--- src/rtl/egress_router.sv ---
// Egress router: decodes the destination of each arbiter word and pushes it to one
// of four egress FIFOs, parking words in an in-order skid buffer when the target is full.
module egress_router #(
    parameter int DATA_W     = 10,
    parameter int SKID_DEPTH = 4,
    parameter int CNT_W      = 8
) (
    input  logic              clk,
    input  logic              reset,
    input  logic              valid_in,
    input  logic [DATA_W-1:0] data_in,
    input  logic              almost_full_P4,
    input  logic              almost_full_P5,
    input  logic              almost_full_P6,
    input  logic              almost_full_P7,
    output logic              push_F4,
    output logic              push_F5,
    output logic              push_F6,
    output logic              push_F7,
    output logic [DATA_W-1:0] out_FIFO_4,
    output logic [DATA_W-1:0] out_FIFO_5,
    output logic [DATA_W-1:0] out_FIFO_6,
    output logic [DATA_W-1:0] out_FIFO_7,
    output logic              stall,
    output logic [CNT_W-1:0]  cnt_0,
    output logic [CNT_W-1:0]  cnt_1,
    output logic [CNT_W-1:0]  cnt_2,
    output logic [CNT_W-1:0]  cnt_3,
    output logic              overflow_err
);

    localparam int PW = (SKID_DEPTH > 1) ? $clog2(SKID_DEPTH) : 1;
    localparam int CW = $clog2(SKID_DEPTH + 1);

    typedef enum logic {
        PASS,
        BUFFER
    } state_t;

    state_t            state_q, state_d;
    logic [PW-1:0]     wr_ptr_q, wr_ptr_d;
    logic [PW-1:0]     rd_ptr_q, rd_ptr_d;
    logic [CW-1:0]     count_q, count_d;
    logic              stall_q;
    logic              overflow_q, overflow_d;

    logic [DATA_W-1:0] skid_mem [SKID_DEPTH];

    logic [3:0]        af;
    logic [1:0]        in_dest;
    logic [DATA_W-1:0] head_word;
    logic [1:0]        head_dest;

    logic              issue_en;
    logic [DATA_W-1:0] issue_word;
    logic [1:0]        issue_dest;
    logic              append;
    logic              pop;
    logic [3:0]        dest_hit;

    logic              push_q [4];
    logic [DATA_W-1:0] out_q  [4];
    logic [CNT_W-1:0]  cnt_q  [4];

    assign af        = {almost_full_P7, almost_full_P6, almost_full_P5, almost_full_P4};
    assign in_dest   = data_in[DATA_W-1 -: 2];
    assign head_word = skid_mem[rd_ptr_q];
    assign head_dest = head_word[DATA_W-1 -: 2];

    // Issue selection: in PASS the incoming word may go straight out; in BUFFER only
    // the skid head may issue and every new word queues behind it.
    always_comb begin
        issue_en   = 1'b0;
        issue_word = data_in;
        append     = 1'b0;
        pop        = 1'b0;
        overflow_d = overflow_q;
        if (state_q == PASS) begin
            if (valid_in) begin
                if (!af[in_dest]) begin
                    issue_en = 1'b1;
                end else begin
                    append = 1'b1;
                end
            end
        end else begin
            if (!af[head_dest]) begin
                issue_en   = 1'b1;
                issue_word = head_word;
                pop        = 1'b1;
            end
            if (valid_in) begin
                // A full buffer still accepts the word when the head leaves this cycle.
                if (count_q == CW'(SKID_DEPTH) && !pop) begin
                    overflow_d = 1'b1;
                end else begin
                    append = 1'b1;
                end
            end
        end
    end

    assign issue_dest = issue_word[DATA_W-1 -: 2];

    always_comb begin
        wr_ptr_d = append ? wr_ptr_q + PW'(1) : wr_ptr_q;
        rd_ptr_d = pop ? rd_ptr_q + PW'(1) : rd_ptr_q;
        count_d  = count_q;
        if (append && !pop) begin
            count_d = count_q + CW'(1);
        end else if (pop && !append) begin
            count_d = count_q - CW'(1);
        end
        state_d = (count_d != '0) ? BUFFER : PASS;
    end

    genvar gi;
    generate
        for (gi = 0; gi < 4; gi++) begin : g_hit
            assign dest_hit[gi] = issue_en && (issue_dest == 2'(gi));
        end
    endgenerate

    always_ff @(posedge clk) begin
        if (reset) begin
            state_q    <= PASS;
            wr_ptr_q   <= '0;
            rd_ptr_q   <= '0;
            count_q    <= '0;
            stall_q    <= 1'b0;
            overflow_q <= 1'b0;
        end else begin
            state_q    <= state_d;
            wr_ptr_q   <= wr_ptr_d;
            rd_ptr_q   <= rd_ptr_d;
            count_q    <= count_d;
            stall_q    <= (count_d != '0);
            overflow_q <= overflow_d;
        end
    end

    always_ff @(posedge clk) begin
        if (append && !reset) begin
            skid_mem[wr_ptr_q] <= data_in;
        end
    end

    // Per-destination output registers: data holds unless its own port is pushed.
    always_ff @(posedge clk) begin
        for (int i = 0; i < 4; i++) begin
            if (reset) begin
                push_q[i] <= 1'b0;
                out_q[i]  <= '0;
                cnt_q[i]  <= '0;
            end else begin
                push_q[i] <= dest_hit[i];
                if (dest_hit[i]) begin
                    out_q[i] <= issue_word;
                    cnt_q[i] <= cnt_q[i] + CNT_W'(1);
                end
            end
        end
    end

    assign push_F4      = push_q[0];
    assign push_F5      = push_q[1];
    assign push_F6      = push_q[2];
    assign push_F7      = push_q[3];
    assign out_FIFO_4   = out_q[0];
    assign out_FIFO_5   = out_q[1];
    assign out_FIFO_6   = out_q[2];
    assign out_FIFO_7   = out_q[3];
    assign cnt_0        = cnt_q[0];
    assign cnt_1        = cnt_q[1];
    assign cnt_2        = cnt_q[2];
    assign cnt_3        = cnt_q[3];
    assign stall        = stall_q;
    assign overflow_err = overflow_q;

endmodule

--- config.mk ---
export PLATFORM = sky130hd
export DESIGN_NAME = egress_router
export DESIGN_NICKNAME = d
export VERILOG_FILES = /design/src/rtl/egress_router.sv
export SDC_FILE = /design/constraint.sdc
export NUM_CORES = 1
export LEC_CHECK = 0
export CORE_ASPECT_RATIO = 1.4
export CORE_MARGIN = 3
export CORE_UTILIZATION = 53
export DETAILED_ROUTE_END_ITERATION = 6
export PLACE_DENSITY = 0.81
export SLEW_MARGIN = 20
export SYNTH_ARGS = -nofsm -noshare
export SYNTH_HDL_FRONTEND = slang
export SYNTH_SLANG_ARGS = --single-unit
--- constraint.sdc ---
create_clock -name clk -period 3.8 [get_ports clk]
set_input_delay 0.76 -clock clk [delete_from_list [all_inputs] [get_ports clk]]
set_output_delay 0.76 -clock clk [all_outputs]
set_load 0.02 [all_outputs]
==> results of run 1 <==
-- layout make-up --
class	count	share of cell area, %
Clock buffer	19	6.14
Clock inverter	13	1.72
Inverter	20	1.06
Multi-Input combinational cell	211	22.5
Sequential cell	127	51.9
Tap cell	135	2.39
Timing Repair Buffer	102	14.2
-- stage by stage --
step	power [mW]	util (%)	instance area, um2
detailed placement	2.67	65.3	6500
CTS	4.17	70.9	7050
finish	4.14	70.9	7050
global route	4.33	70.9	7050
global placement	2.64	65.3	6500
floorplan	2.35	-	5430
-- report_power, final --
| group | internal, mW | switching (mW) |
|---|---|---|
| Clock | 0.953 | 0.548 |
| Sequential | 1.68 | 0.0933 |
| Combinational | 0.394 | 0.473 |
| Total | 3.03 | 1.11 |
-- sequential cells by signal (all words and copies together) (netlist names), named ones only --
| register | cells |
|---|---|
| overflow_err | 1 |
| push_q | 4 |
| count_q | 3 |
| skid_mem | 40 |
| rd_ptr_q | 2 |
| cnt_q | 32 |
| state_q | 1 |
| wr_ptr_q | 2 |
| out_q | 40 |
-- metal layers --
metal  wire, um  part of all wire, %  GRT usage, %  vias to the layer above
li1           -                    -             -                     1543
met1       4060                   39          22.1                     1565
met2       5480                   53          33.0                      118
met3        563                  5.4          6.08                       19
met4        255                  2.5          8.44                        0
met5          0                    0             0                        -
-- cells by family after synthesis --
| family | count (synthesis) |
|---|---|
| AOI/OAI and AO/OA | 17 |
| other | 1 |
| adders and majority gates | 11 |
| muxes | 29 |
| buffers and inverters | 35 |
| xor gates and xnor gates | 29 |
| and+or+nand+nor | 121 |
| DFF | 127 |
-- how the worst min path moves through the flow --
stage,startpoint,to,slack [ns],cells past startpoint
after floorplan,rd_ptr_q[1],flop,0.49,2
after global placement,overflow_err,overflow_err,0.46,2
after detailed placement,overflow_err,overflow_err,0.47,2
after CTS,overflow_err,overflow_err,0.48,2
after global routing,overflow_err,overflow_err,0.52,2
final,overflow_err,overflow_err,0.47,2
-- Yosys cell counts, types with 2 or more instances --
master    number
and2_1         7
nand2_1        4
nand2b_1       2
buf_2          3
nor2_1        65
nor2b_1        3
or3_1          2
buf_6          3
inv_2          5
clkbuf_1       6
nor2_2         2
xnor2_1       16
dfxtp_1       15
inv_1         15
o21ai_0        3
nand3_1       13
xor2_1        13
ha_1          11
mux2i_1       15
and3_1         8
nor2_4         7
a21o_1         2
mux4_2        11
a31oi_1        2
edfxtp_1     112
-- tightest hold or removal path, stage by stage (launching register included) --
cell and delay, ns:
dfxtp_1 0.32, a31oi_1 0.04, nor2_1 0.07
==> qor.yml, run 1 <==
status:
  status: "finished, final reports clean"
sta:
  fin_worst_skew_ns: 0.0102
  tightestPinTransition_ns: 0.715
  hold_viol_final: 0
  slew_violations: 0
  slew_headroom_pct: 52.4
  setup_tns_ns: 0
  fmax_mhz: 324
  hold_slack_ns: 0.471
  fin_ws_ns: 0.715
  rsz0062_at_grt: "false"
  setup_viol: 0
  finalCriticalPeriod_ns: 3.08
  finalCritPeriodShare_pct: 81.2
placed_design:
  gp_congestion: 0.810
  io_buffers: 94
  dp_slack_ns: 0.524
  hpwlAfterDp_um: 7100
  place_inst: 595
yosys:
  synth_ff_type: "edfxtp_1"
  yosys_warnings: 0
  netlist_top_cells_area: "edfxtp_1, dfxtp_1, mux4_2"
  synth_top_area_share_pct: 62.1
  syn_inst: 370
  synth_top_area_cell: "edfxtp_1"
  synth_area_per_cell_um2: 14.6
  ys_ff_latch: 127
  synth_edf_count: 112
  async_flop_share_pct: 0
  synth-adder-area-share_pct: 2.54
  synth_top_family_by_area: "simple AND/OR/NAND/NOR gates"
  synth_cell_types: 50
  synth_mux_area_share_pct: 8.23
  synthXorXnorAreaFrac_pct: 4.69
  synth_compound_area_share_pct: 2.31
  mappedNetlistArea_mm2: 0.00541
  synth-seq-area-share_pct: 67.7
  yosys.area_share.simple_pct: 11.3
global_routing:
  grt_pass1_vias: 3314
  grt_pass1_wl_um: 17000
  grt_usage_pct: 19.3
  grt.overflow.total: 0
  grt_max_degree: 19
  antenna_found_initial: 0
setup_path:
  crit_family: "multiplexers"
  cp-end-kind: "flop"
  cp.depth: 7
  r2r_end: "out_q[3][7]"
  crit_top_cell: "buf_4"
  rrSetupSlack_ns: 0.72
  critPathArrivalTime_ns: 3.21
  cp_cell_sequence: "buf_4 -> mux4_2 -> mux2i_4 -> a22oi_2 -> buf_4 -> mux2i_1 -> nor2_1"
  critPathBufInv: 2
  worstSetupEndpoint: "out_q[3][7]"
  cp-start-kind: "flop"
  worst_path_largest_cell_delay_ns: 0.66
  r2r_cells: 7
  cp_max_fo: 10
  crit_type: "flop to flop"
  cp_slowest_cell: "mux4_2"
  critPathRequiredTime_ns: 3.92
cts:
  cts_setup_buffers: 0
  clk_latency_ns: 0.41
  clock_path_buffers: 2
  cts_hold_buf: 0
  cts_tree: "yes"
  ctsRootBufferMaster: "clkbuf_16"
  clk_pin_slew_ns: 0.05
  htreeDepth: 4
  cts_resized: 0
  cts_sinks: 127
  numCtsBuffers: 17
floorplan:
  rows: 43
  ios: 95
  chipWidth_um: 91.4
  die-height_um: 126
  start_util_pct: 54.4
  dieArea_mm2: 0.0115
  core_area_mm2: 0.00995
final_layout:
  multi_input_area_mm2: 0.00159
  instances_no_fill: 627
  drive_gt1_share_pct: 13.6
  fillers: 631
  final_common_cell: "edfxtp_1"
  syn_to_final_growth_pct: 30.3
  layout.cells.most_common_list: "edfxtp_1, clkdlybuf4s50_1, nor2_1"
  nets: 507
  regArea_mm2: 0.00366
  antenna_cells: 0
drt:
  drc: 0
  wl_um: 10400
  drt-initial-drc-count: 207
  wl_per_cell_um: 16.5
  vias: 3245
  firstDrtPassIters: 4
  ant_nets: 0
  routed_via_density: 5.18
pwr:
  power_leakage_nw: 2.62
  max-vdd-ir-drop_mv: 0.367
  powerDensity_mw_per_mm2: 588
min_path:
  hold_class: "flop to flop"
job:
  cap_violations: 0
No activity file was read; power rests on OpenSTA's default activity.
==> run 2, diff against run 1 <==
==> constraint.sdc (replaced) <==
create_clock -name clk -period 3.2 [get_ports clk]
set_input_delay 0.64 -clock clk [delete_from_list [all_inputs] [get_ports clk]]
set_output_delay 0.64 -clock clk [all_outputs]
set_load 0.02 [all_outputs]
==> qor.yml, run 2 (synthesis results as in run 1) <==
final_layout:
  final_core_util_pct: 71.9  # was 70.9%
  final_common_cell: "edfxtp_1"  # unchanged
  layout.cells.most_common_list: "edfxtp_1, clkdlybuf4s50_1, nor2_1"  # unchanged
  top_regs: "out_q x40, skid_mem x40, cnt_q x32"  # unchanged
  drive_gt1_share_pct: 14.9  # was 13.6%
  antenna_cells: 0  # unchanged
  nets: 513  # was 507
  syn_to_final_growth_pct: 32.2  # was 30.3%
drt:
  wl_per_cell_um: 17.3  # was 16.5 um
  routed_via_density: 5.21  # was 5.18
  wl_um: 10900  # was 10400 um
  ant_nets: 0  # unchanged
  vias: 3300  # was 3245
  drc: 0  # unchanged
  firstDrtPassIters: 5  # was 4
  drt-initial-drc-count: 245  # was 207
job:
  cap_violations: 0  # unchanged
setup_path:
  crit_top_cell: "buf_4"  # unchanged
  crit_family: "multiplexers"  # unchanged
  crit_type: "flop to flop"  # unchanged
  cp_slowest_cell: "mux4_2"  # unchanged
  critPathBufInv: 2  # unchanged
  critPathRequiredTime_ns: 3.34  # was 3.92 ns
  worst_path_largest_cell_delay_ns: 0.65  # was 0.66 ns
  cp_max_fo: 17  # was 10
  cp_cell_sequence: "mux4_2 -> mux2i_4 -> a22oi_2 -> buf_4 -> or3_1 -> a21o_1 -> buf_4 -> nor2_1"  # was buf_4 -> mux4_2 -> mux2i_4 -> a22oi_2 -> buf_4 -> mux2i_1 -> nor2_1
  cp-start-kind: "flop"  # unchanged
  critPathArrivalTime_ns: 2.93  # was 3.21 ns
  cp-end-kind: "flop"  # unchanged
global_routing:
  grt_usage_pct: 20.5  # was 19.3%
  grt_max_degree: 19  # unchanged
  antenna_found_initial: 0  # unchanged
  grt.overflow.total: 0  # unchanged
  grt_pass1_wl_um: 17800  # was 17000 um
  grt_pass1_vias: 3518  # was 3314
sta:
  rsz0062_at_grt: "false"  # unchanged
  setup_tns_ns: 0  # unchanged
  slew_headroom_pct: 54.2  # was 52.4%
  finalCriticalPeriod_ns: 2.79  # was 3.08 ns
  fmax_mhz: 359  # was 324 MHz
  setup_viol: 0  # unchanged
  slew_violations: 0  # unchanged
  hold_slack_ns: 0.474  # was 0.471 ns
  fin_ws_ns: 0.412  # was 0.715 ns
  fin_worst_skew_ns: 0.0107  # was 0.0102 ns
  tightestPinTransition_ns: 0.687  # was 0.715 ns
  finalCritPeriodShare_pct: 87.1  # was 81.2%
  hold_viol_final: 0  # unchanged
pwr:
  total_power_mw: 5.13  # was 4.14 mW
  sw_frac_of_total_pct: 26.0  # was 26.9%
  powerDensity_mw_per_mm2: 717  # was 588 mW/mm2
  seqPwrFrac_pct: 41.3  # was 42.9%
  power.switching_mw: 1.34  # was 1.11 mW
  power_leakage_nw: 2.68  # was 2.62 nW
  max-vdd-ir-drop_mv: 0.525  # was 0.367 mV
  power_frac_comb_pct: 20.4  # was 20.9%
  intPower_mw: 3.80  # was 3.03 mW
  clkPwrFrac_pct: 38.3  # was 36.2%
floorplan:
  dieArea_mm2: 0.0115  # unchanged
  chipWidth_um: 91.4  # unchanged
  start_util_pct: 54.4  # unchanged
  ios: 95  # unchanged
  die-height_um: 126  # unchanged
  rows: 43  # unchanged
  core_area_mm2: 0.00995  # unchanged
placed_design:
  io_buffers: 94  # unchanged
  dp_slack_ns: 0.149  # was 0.524 ns
  gp_congestion: 0.808  # was 0.810
  hpwlAfterDp_um: 7420  # was 7100 um
cts:
  clk_pin_slew_ns: 0.06  # was 0.05 ns
  htreeDepth: 4  # unchanged
  numCtsBuffers: 17  # unchanged
  clk_latency_ns: 0.41  # about the same
  cts_tree: "yes"  # unchanged
  cts_hold_buf: 0  # unchanged
  cts_sinks: 127  # unchanged
  cts_setup_buffers: 0  # unchanged
  clock_path_buffers: 2  # unchanged
  cts_resized: 0  # unchanged
  ctsRootBufferMaster: "clkbuf_16"  # unchanged
min_path:
  hold_class: "flop to flop"  # unchanged
status:
  status: "finished, final reports clean"  # unchanged
[run 2: cell count changes in the layout (fill, tap and decap cells not counted)]
cell,previous run,this run
inv_6,1,0
clkinv_2,6,5
clkinvlp_4,2,0
clkbuf_8,0,1
bufinv_16,2,4
clkinv_1,2,1
buf_4,8,14
clkinv_4,0,2
[run 2: metrics by stage]
stage | instance area [um2] | instances
floorplan | 5430 | 373
global placement | 6540 | 601
detailed placement | 6540 | 601
CTS | 7160 | 633
global route | 7160 | 633
finish | 7160 | 633
[run 2: tightest hold or removal path: cells and delay by family, from the launching register on]
kind,cells,cell delay (ns)
AND/OR/NAND/NOR,1,0.07
flip-flops,1,0.33
AO/OA/AOI/OAI,1,0.05
[run 2: final timing paths]
path	endpoint	slack (ns)	depth (start not counted)	startpoint
worst max-delay path	out_q[0][6]	0.41	8	flop
worst min-delay path	overflow_err	0.47	2	overflow_err
worst max register to register	out_q[0][6]	0.41	8	flop
worst min register to register	overflow_err	0.47	2	overflow_err
[run 2: cell type report]
class,count,area [um2]
fillers,614,2800
clock inverters,12,166
well taps,135,169
inverters,20,75.1
flip-flops and latches,127,3660
multi-input cells,211,1590
repair buffers,108,1050
clock buffers,20,447
[run 2: power by group through the flow]
stage	sequential, mW	combinational, mW	clock [mW]
CTS	2.12	1.06	2.00
global placement	2.14	1.01	0
finish	2.12	1.05	1.97
floorplan	2.26	0.529	0
global route	2.14	1.13	2.08
detailed placement	2.15	1.04	0
[run 2: per-layer routing]
layer,vias to the layer above,track usage (%),part of all wire [%]
met5,-,0,0
met3,20,6.50,5.6
met1,1603,21.3,37
li1,1551,-,-
met2,126,36.6,55
met4,0,10.1,2.3
